### config.mk
export PLATFORM = sky130hd
export DESIGN_NAME = video_frame_capture_ctrl
export DESIGN_NICKNAME = d
export VERILOG_FILES = /design/src/rtl/video_in_ctrl_pkg.sv /design/src/rtl/video_in_watchdog.sv /design/src/rtl/video_frame_capture_ctrl.sv
export SDC_FILE = /design/constraint.sdc
export NUM_CORES = 1
export LEC_CHECK = 0
export CAP_MARGIN = 25
export CELL_PAD_IN_SITES_DETAIL_PLACEMENT = 1
export CELL_PAD_IN_SITES_GLOBAL_PLACEMENT = 2
export CORE_MARGIN = 10
export CORE_UTILIZATION = 33
export CTS_CLUSTER_SIZE = 12
export DETAILED_ROUTE_END_ITERATION = 8
export PLACE_DENSITY = 0.86
export SYNTH_ARGS = -nofsm -noshare
export SYNTH_HDL_FRONTEND = slang
export SYNTH_SLANG_ARGS = --single-unit
### constraint.sdc
create_clock -name clk_clk -period 3.8 [get_ports clk_clk]
set_input_delay 0.57 -clock clk_clk [delete_from_list [all_inputs] [get_ports clk_clk]]
set_output_delay 0.57 -clock clk_clk [all_outputs]
set_load 0.01 [all_outputs]
### src/rtl/video_in_ctrl_pkg.sv
// Shared types for the video-in capture controller: FSM states, capture status codes
// and the default frame geometry.
package video_in_ctrl_pkg;

   typedef enum logic [2:0] {
      IDLE    = 3'd0,
      FLUSH   = 3'd1,
      SYNC    = 3'd2,
      CAPTURE = 3'd3,
      DONE    = 3'd4
   } state_t;

   typedef enum logic [1:0] {
      ST_OK      = 2'b00,
      ST_SIZE    = 2'b01,
      ST_ABORT   = 2'b10,
      ST_TIMEOUT = 2'b11
   } status_t;

   localparam int FRAME_PIXELS_DEF = 320 * 240;

   // Final status of a frame that ended on EOP: any size or framing error reports 01.
   function automatic status_t eop_status(input logic i_size_err);
      return i_size_err ? ST_SIZE : ST_OK;
   endfunction

endpackage

### src/rtl/video_in_watchdog.sv
// Cycle watchdog: cleared by i_load, counts while i_en, flags o_expire on the
// LIMIT-th enabled cycle so the owner can act on that same edge.
module video_in_watchdog #(
   parameter int LIMIT = 2**22
) (
   input  logic i_clk,
   input  logic i_rst_n,
   input  logic i_load,
   input  logic i_en,
   output logic o_expire
);

   localparam int CW = $clog2(LIMIT + 1);

   logic [CW-1:0] r_cnt;

   always_ff @(posedge i_clk or negedge i_rst_n) begin
      if (!i_rst_n) begin
         r_cnt <= '0;
      end else if (i_load) begin
         r_cnt <= '0;
      end else if (i_en && !o_expire) begin
         r_cnt <= r_cnt + 1'b1;
      end
   end

   assign o_expire = i_en && (r_cnt == CW'(LIMIT - 1));

endmodule

### src/rtl/video_frame_capture_ctrl.sv
// Single-frame capture sequencer for the video-in stream pipeline (flush, SOP sync,
// pixel counting, status). Optional watchdog enabled by defining VFCC_TIMEOUT_EN.
module video_frame_capture_ctrl
   import video_in_ctrl_pkg::*;
#(
   parameter int FRAME_PIXELS  = FRAME_PIXELS_DEF,
   parameter int PIX_CNT_W     = 24,
   parameter int SRESET_CYCLES = 4,
   parameter int FRM_CNT_W     = 16
`ifdef VFCC_TIMEOUT_EN
   ,
   parameter int TIMEOUT_CYCLES = 2**22
`endif
) (
   input  logic                 clk_clk,
   input  logic                 reset_reset_n,
   input  logic                 capture_req,
   input  logic                 capture_abort,
   input  logic                 stream_valid,
   input  logic                 stream_startofpacket,
   input  logic                 stream_control_endofpacket,
   output logic                 stream_control_ready,
   output logic                 stream_control_sreset,
   output logic                 capture_busy,
   output logic                 capture_done,
   output logic [1:0]           capture_status,
   output logic [PIX_CNT_W-1:0] pixel_count,
   output logic [FRM_CNT_W-1:0] frame_count
);

   localparam int                   FLUSH_W    = $clog2(SRESET_CYCLES + 1);
   localparam logic [FLUSH_W-1:0]   FLUSH_LOAD = FLUSH_W'(SRESET_CYCLES - 1);
   localparam logic [PIX_CNT_W-1:0] FRAME_LEN  = PIX_CNT_W'(FRAME_PIXELS);

   state_t                 r_state;
   status_t                r_status;
   logic [FLUSH_W-1:0]     r_flush_cnt;
   logic                   r_ready;
   logic                   r_sreset;
   logic                   r_busy;
   logic                   r_done;
   logic [PIX_CNT_W-1:0]   r_pix_cnt;
   logic [FRM_CNT_W-1:0]   r_frm_cnt;

   logic                   w_accept;
   logic                   w_in_frame;
   logic                   w_take;
   logic                   w_end;
   logic                   w_restart;
   logic                   w_size_err;
   logic                   w_timeout;
   logic [PIX_CNT_W-1:0]   w_pix_new;

   assign w_accept   = stream_valid & r_ready;
   assign w_in_frame = (r_state == CAPTURE);
   // In SYNC only an SOP beat is taken; in CAPTURE every accepted beat counts.
   assign w_take     = w_accept & (w_in_frame | stream_startofpacket);
   assign w_end      = w_take & stream_control_endofpacket;
   assign w_restart  = w_in_frame & stream_startofpacket;

   always_comb begin
      w_pix_new = r_pix_cnt;
      if (!w_in_frame || stream_startofpacket) begin
         w_pix_new = PIX_CNT_W'(1);
      end else if (r_pix_cnt != {PIX_CNT_W{1'b1}}) begin
         w_pix_new = r_pix_cnt + 1'b1;
      end
   end

   assign w_size_err = (r_status == ST_SIZE) | w_restart | (w_pix_new != FRAME_LEN);

`ifdef VFCC_TIMEOUT_EN
   video_in_watchdog #(
      .LIMIT (TIMEOUT_CYCLES)
   ) u_watchdog (
      .i_clk    (clk_clk),
      .i_rst_n  (reset_reset_n),
      .i_load   ((r_state == IDLE) && capture_req),
      .i_en     ((r_state == SYNC) || (r_state == CAPTURE)),
      .o_expire (w_timeout)
   );
`else
   assign w_timeout = 1'b0;
`endif

   always_ff @(posedge clk_clk or negedge reset_reset_n) begin
      if (!reset_reset_n) begin
         r_state     <= IDLE;
         r_status    <= ST_OK;
         r_flush_cnt <= '0;
         r_ready     <= 1'b0;
         r_sreset    <= 1'b0;
         r_busy      <= 1'b0;
         r_done      <= 1'b0;
         r_pix_cnt   <= '0;
         r_frm_cnt   <= '0;
      end else begin
         r_done <= 1'b0;
         case (r_state)
            IDLE: begin
               if (capture_req) begin
                  r_state     <= FLUSH;
                  r_sreset    <= 1'b1;
                  r_busy      <= 1'b1;
                  r_flush_cnt <= FLUSH_LOAD;
                  r_pix_cnt   <= '0;
                  r_status    <= ST_OK;
               end
            end

            FLUSH: begin
               if (capture_abort) begin
                  r_state  <= DONE;
                  r_sreset <= 1'b0;
                  r_done   <= 1'b1;
                  r_status <= ST_ABORT;
               end else if (r_flush_cnt == '0) begin
                  r_state  <= SYNC;
                  r_sreset <= 1'b0;
                  r_ready  <= 1'b1;
               end else begin
                  r_flush_cnt <= r_flush_cnt - 1'b1;
               end
            end

            SYNC, CAPTURE: begin
               // Priority: abort, then EOP completion, then watchdog, then counting.
               if (capture_abort) begin
                  r_state  <= DONE;
                  r_ready  <= 1'b0;
                  r_done   <= 1'b1;
                  r_status <= ST_ABORT;
               end else if (w_end) begin
                  r_state   <= DONE;
                  r_ready   <= 1'b0;
                  r_done    <= 1'b1;
                  r_pix_cnt <= w_pix_new;
                  r_status  <= eop_status(w_size_err);
                  if (!w_size_err) begin
                     r_frm_cnt <= r_frm_cnt + 1'b1;
                  end
               end else if (w_timeout) begin
                  r_state  <= DONE;
                  r_ready  <= 1'b0;
                  r_done   <= 1'b1;
                  r_status <= ST_TIMEOUT;
               end else if (w_take) begin
                  r_pix_cnt <= w_pix_new;
                  r_state   <= CAPTURE;
                  if (w_restart) begin
                     r_status <= ST_SIZE;
                  end
               end
            end

            DONE: begin
               r_state <= IDLE;
               r_busy  <= 1'b0;
            end

            default: begin
               r_state  <= IDLE;
               r_ready  <= 1'b0;
               r_sreset <= 1'b0;
               r_busy   <= 1'b0;
            end
         endcase
      end
   end

   assign stream_control_ready  = r_ready;
   assign stream_control_sreset = r_sreset;
   assign capture_busy          = r_busy;
   assign capture_done          = r_done;
   assign capture_status        = r_status;
   assign pixel_count           = r_pix_cnt;
   assign frame_count           = r_frm_cnt;

endmodule

* Word-level counts from Yosys, hierarchy flattened
Index checks and enable logic that the tools add are counted.
Word-level totals: flip-flop bits (word level) 52, bits of input ports 7, logic and storage cells 101
Operators by class: add/subtract/negate cells 3, eq/ne operators 18, muxes and demuxes 40, bitwise gates (word level) 12, reductions and logical operators 19
Operators with widths (count):
- $mux 24 | 6
- $pmux 24 s2 | 1
- $mux 3 | 9
- $add 24x1->24 const B | 1
- $ne 24x17->1 const B | 1
- $ne 24x24->1 const B | 1
- $add 16x1->16 const B | 1
- $reduce_and 4->1 | 4
- $mux 2 | 6
- $ne 2x2->1 const B | 6
- $mux 1 | 11
- $ne 3x3->1 const B | 3
- $pmux 3 s3 | 1
- $ne 4x4->1 const B | 2
- $eq 3x2->1 const B | 2
- $logic_not 3->1 | 2
- $pmux 1 s3 | 2
- $pmux 2 s3 | 1
- $pmux 3 s2 | 1
- $reduce_and 3->1 | 2
- $reduce_or 3->1 | 2
- $not 1->1 | 5
- $reduce_and 5->1 | 1
- $and 1x1->1 | 4
- 12 further kinds | 17

* Logic depth before layout (Yosys ltp)
word-level depth 10, depth in mapped cells 13

* Least setup slack after synthesis
Ideal clock, no wire load.
path kind register -> register, start point register r_pix_cnt[1] (netlist: pixel_count[1]), end point register r_frm_cnt[1] (netlist: frame_count[1]), setup time 127 ps, arrival 2952 ps, slack 721 ps, stages on the path, launching flop included 12, buffers on the path 2, path through dfrtp_1 ha_1 buf_2 and2_2 buf_4 a2111oi_0 xor2_1 a221oi_2 o2111ai_2 nor3b_4 and2_4 mux2_1
Between the ends: cells in the longest elaborated chain, start to end 7, elaborated cells between the ends (all ways) 8, classes of those cells add/sub (1); eq/ne (2); mux (2); bitwise (2); reduce/logical (1)
RTL lines:
- from (decl) | line video_frame_capture_ctrl.sv:42 | logic [PIX_CNT_W-1:0] r_pix_cnt;
- from (signal assigned) | line video_frame_capture_ctrl.sv:137 | r_pix_cnt <= w_pix_new;
- from (signal assigned) | line video_frame_capture_ctrl.sv:148 | r_pix_cnt <= w_pix_new;
- $add 24x1->24 or $ne 24x24->1 (tied branches) | line video_frame_capture_ctrl.sv:66, video_frame_capture_ctrl.sv:65
- $mux 24 * | line video_frame_capture_ctrl.sv:65 | end else if (r_pix_cnt != {PIX_CNT_W{1'b1}}) begin
- $mux 24 * | line video_frame_capture_ctrl.sv:63 | if (!w_in_frame || stream_startofpacket) begin
- $ne 24x17->1 * | line video_frame_capture_ctrl.sv:70 | assign w_size_err = (r_status == ST_SIZE) | w_restart | (w_pix_new != FRAME_LEN);
- $or 1x1->1 * | line video_frame_capture_ctrl.sv:70
- $not 1->1 (no source line) *
- $reduce_and 4->1 (no source line) *
- to (signal assigned) | line video_frame_capture_ctrl.sv:140 | r_frm_cnt <= r_frm_cnt + 1'b1;
- to (decl) | line video_frame_capture_ctrl.sv:43 | logic [FRM_CNT_W-1:0] r_frm_cnt;
Every way passes the cells marked *; elsewhere a longest branch is shown, timed or not. A chain may end at the register's enable or synchronous reset.

* Worst setup path after layout
start point register r_pix_cnt[0] (netlist: pixel_count[0]), end point register r_frm_cnt[14] (netlist: frame_count[14])
The elaborated chain is that of the path after synthesis.

==> results.md <==
Outcome:
- The run finished with clean final reports.

Logic synthesis:
- The prevailing post-synth register cell is sky130_fd_sc_hd__dfrtp_1.
- The cell count after synthesis is 376.
- The async set-or-reset flop fraction in the synthesized netlist is 100%.
- The portion of synthesized area spent on multiplexers is 0.676%.
- The adder and majority gate portion of the synthesized area is 1.50%.
- The register bit total from synthesis is 52.
- During synthesis, Yosys emitted a total of 0 warnings.
- Yosys mapped the design onto 56 distinct sky130hd cell types.
- The synthesized design spends more area on one cell type than any other, namely sky130_fd_sc_hd__dfrtp_1.
- The synthesized netlist occupies a cell area of 3330 µm².
- The synthesized design devotes to its leading area cell type 39.1% of total area.
- The simple-gate share of the synthesized area is 26.1%.
- After synthesis, the largest family of logic cells by area is simple AND/OR/NAND/NOR gates.
- The number of synthesized flops with an enable pin is 0.
- The net count after synthesis is 387.
- The sequential element share of the synthesized area is 39.1%.
- A synthesized cell averages 8.86 µm².
- In the post-synthesis netlist, the biggest area contributors are sky130_fd_sc_hd__dfrtp_1, sky130_fd_sc_hd__xnor2_1, sky130_fd_sc_hd__nand2_1.
- The compound-gate portion of the synthesized area is 20.2%.
- Of the total synthesized cell area, the portion taken by XOR and XNOR cells is 7.10%.

Drt:
- In this run, the number of DRC markers left after iteration 0 of detailed routing was 129.
- The number of remaining DRC errors is 0.
- The routed layout has 3172 vias.
- The remaining antenna violation count is 0.
- The routed via count divided by cell count is 5.62.
- In the final routed layout, each cell accounts on average for 18.6 µm.
- The first detailed-routing pass ran for 5 iterations.
- The final routed wirelength across all metal layers is 10500 µm.

Power:
- Power spread over the standard cell area amounts to 383 nW/µm².
- The worst-case IR drop observed on VDD is 0.233 mV.
- The total design power is 1.57 mW.
- In this run the static leakage power is 1.67 nW.

Layout:
- Leaving out fill and tap cells, the most frequent cell in the layout is sky130_fd_sc_hd__dfrtp_1.
- The fraction of final layout cells sized beyond drive strength 1 is 9.51%.
- The core utilization of the finished layout is 41.8%.
- Summing all flip-flop and latch instances after layout gives 1300 µm².
- The net count of the finished layout is 441.
- The number of antenna repair diodes is 0.
- Summing all multi-input logic gate instances after layout gives 1850 µm².
- The number of cells in the finished layout apart from fillers is 564.
- Counting the fill cells in the layout gives 1198.
- The area growth from synthesis to final layout is 23.3%.
- The post-route cell area is 4110 µm².
- In the layout the commonest cells are sky130_fd_sc_hd__dfrtp_1, sky130_fd_sc_hd__clkdlybuf4s50_1, sky130_fd_sc_hd__nand2_1.

Timing:
- The number of setup violations in the final report is 0.
- Setup repair after global routing left no endpoint under its margin.
- The clock period minus final worst setup slack is 3540 ps.
- The max-slew violation total from the final report is 0.
- The final count of hold timing violations came to 0.
- The slew at the pin closest to its max-slew limit is 626 ps.
- The post-route setup TNS is 0 ps.
- Dividing the final minimum period by the clock period gives 93.1%.
- The final hold slack is 224 ps.
- Timing would allow up to 283 MHz.
- The clock skew is 8.42 ps.
- The final worst slack is 263 ps.
- The max-slew headroom at the worst pin is 57.2%.

Global routing:
- The number of global-route vias before repair is 3280.
- The initial antenna violation count is 0.
- The first global-routing pass estimated 17600 µm of wire.
- Global routing finished with a remaining overflow of 0.
- Across every metal layer, demand over resource in global routing totals 14.6%.
- The maximum number of pins on one net before global-route repair is 32.

Critical path:
- For the worst setup path, the data required time is 4010 ps.
- The slack of the worst reg-to-reg path is 260 ps.
- STA classifies the critical path endpoint as a flip-flop.
- The startpoint type of the worst setup path is a flip-flop.
- The path type of the worst setup path is reg2reg.
- The start point of the critical path is pixel_count[0]$_DFFE_PN0P_.
- The arrival time of data at the critical path endpoint is 3750 ps.
- Of all nets on the critical path, the largest fanout is 11.
- The worst register-to-register path begins at pixel_count[0]$_DFFE_PN0P_.

Hold path:
- The path class of the tightest hold or removal check is in2async.

Clock network:
- The longest clock path from root to sink contains 2 buffers.
- The hold buffer count at CTS is 0.
- For this design, the sink count on the clock tree is 52.
- The number of gates resized after CTS is 0.
- The cell chosen for the clock root is sky130_fd_sc_hd__clkbuf_8.
- The number of setup buffers added after CTS is 0.
- The H-tree level count is 2.
- The CTS tree is done.
- The insertion delay to the later sink of the worst-skew pair is 320 ps.
- The clock edge transition at the registers on the reported setup and hold paths is 110 ps.
- The number of clock buffers added by TritonCTS is 5.

Placed design:
- Routability-driven placement finished with a final weighted congestion of 0.842.
- Counting tap cells, the placed design contains a total of 556 instances.
- In this run the tool buffered the top-level ports with 52 buffer cells.
- Summed over all nets, the half-perimeter wirelength after detailed placement is 7970 µm.
- In this run the cell area measured after placement is 4010 µm².
- Timing analysis after detailed placement gives a worst setup slack of 283 ps.

Floorplanning:
- The die span in x is 120 µm.
- The floorplan has 36 rows.
- The starting density of the core is 33.9%.
- Measured along the y axis, the die boundary spans 120 µm.
- The die covers 14500 µm².
- The core region is 9820 µm².
- The top-level I/O count is 53.

Flow run:
- The max-cap violation count is 0.
## sequential cells by signal, summed over array words and instances, names as in the netlist
name,count
frame_count,16
stream_control_ready,1
r_state,3
stream_control_sreset,1
capture_status,2
capture_busy,1
r_flush_cnt,3
pixel_count,24
capture_done,1
## critical path, stage by stage (launching register included)
cell and delay, ps:
sky130_fd_sc_hd__dfrtp_1 560, sky130_fd_sc_hd__ha_1 390, sky130_fd_sc_hd__and2_2 370, sky130_fd_sc_hd__a21boi_0 540
sky130_fd_sc_hd__xor2_1 130, sky130_fd_sc_hd__nor4_1 370, sky130_fd_sc_hd__o2111ai_2 280, sky130_fd_sc_hd__nor4b_4 460
sky130_fd_sc_hd__nand4_1 180, sky130_fd_sc_hd__xnor2_1 160
## area by class of cell
type,instances,share of cell area [%]
Clock buffer,6,2.01
Clock inverter,2,0.427
Inverter,10,0.914
Multi-Input combinational cell,291,45.1
Sequential cell,52,31.7
Tap cell,133,4.05
Timing Repair Buffer,70,15.8
## per-layer routing
| layer | share of wire (%) | wire length (µm) | vias to the layer above | GRT usage, % |
|---|---|---|---|---|
| met1 | 46 | 4810 | 1587 | 19.3 |
| met5 | 0 | 0 | - | 0 |
| met4 | 1.2 | 131 | 0 | 2.64 |
| met2 | 47 | 4960 | 79 | 23.8 |
| li1 | - | - | 1493 | - |
| met3 | 5.8 | 610 | 13 | 3.49 |
## path summary, 6_finish.rpt
check                                         endpoint  depth (start not counted)
max in group asynchronous  pixel_count[16]$_DFFE_PN0P_                          2
setup / recovery           frame_count[14]$_DFFE_PN0P_                          9
min in group clk_clk       frame_count[15]$_DFFE_PN0P_                          1
hold / removal             pixel_count[10]$_DFFE_PN0P_                          1
setup reg to reg           frame_count[14]$_DFFE_PN0P_                          9
hold reg to reg            frame_count[15]$_DFFE_PN0P_                          1
## synth_stat cells (5+ instances only)
cell	n
sky130_fd_sc_hd__o31ai_1	13
sky130_fd_sc_hd__dfrtp_1	52
sky130_fd_sc_hd__a21oi_1	18
sky130_fd_sc_hd__xor2_1	8
sky130_fd_sc_hd__nor2_1	30
sky130_fd_sc_hd__clkbuf_1	10
sky130_fd_sc_hd__and3_1	15
sky130_fd_sc_hd__buf_2	5
sky130_fd_sc_hd__nand3_1	17
sky130_fd_sc_hd__o21ai_0	24
sky130_fd_sc_hd__a31oi_1	13
sky130_fd_sc_hd__xnor2_1	19
sky130_fd_sc_hd__nand2_1	38
sky130_fd_sc_hd__nor3_1	9
sky130_fd_sc_hd__nand4_1	20
sky130_fd_sc_hd__o41ai_1	6
sky130_fd_sc_hd__inv_1	10
## logic make-up (layout without fill, tap and decap cells)
kind of cell,after synthesis,count (layout)
AOI/OAI and AO/OA,98,98
xor gates and xnor gates,27,27
adders and majority gates,4,4
buffers and inverters,33,88
DFF,52,52
muxes,2,2
and+or+nand+nor,160,160
## power breakdown
group | switching (mW) | internal [mW] | total [mW]
clock | 0.209 | 0.153 | 0.362
combinational | 0.290 | 0.217 | 0.507
sequential | 0.0922 | 0.612 | 0.704
Power figures use the tool's default switching activity.
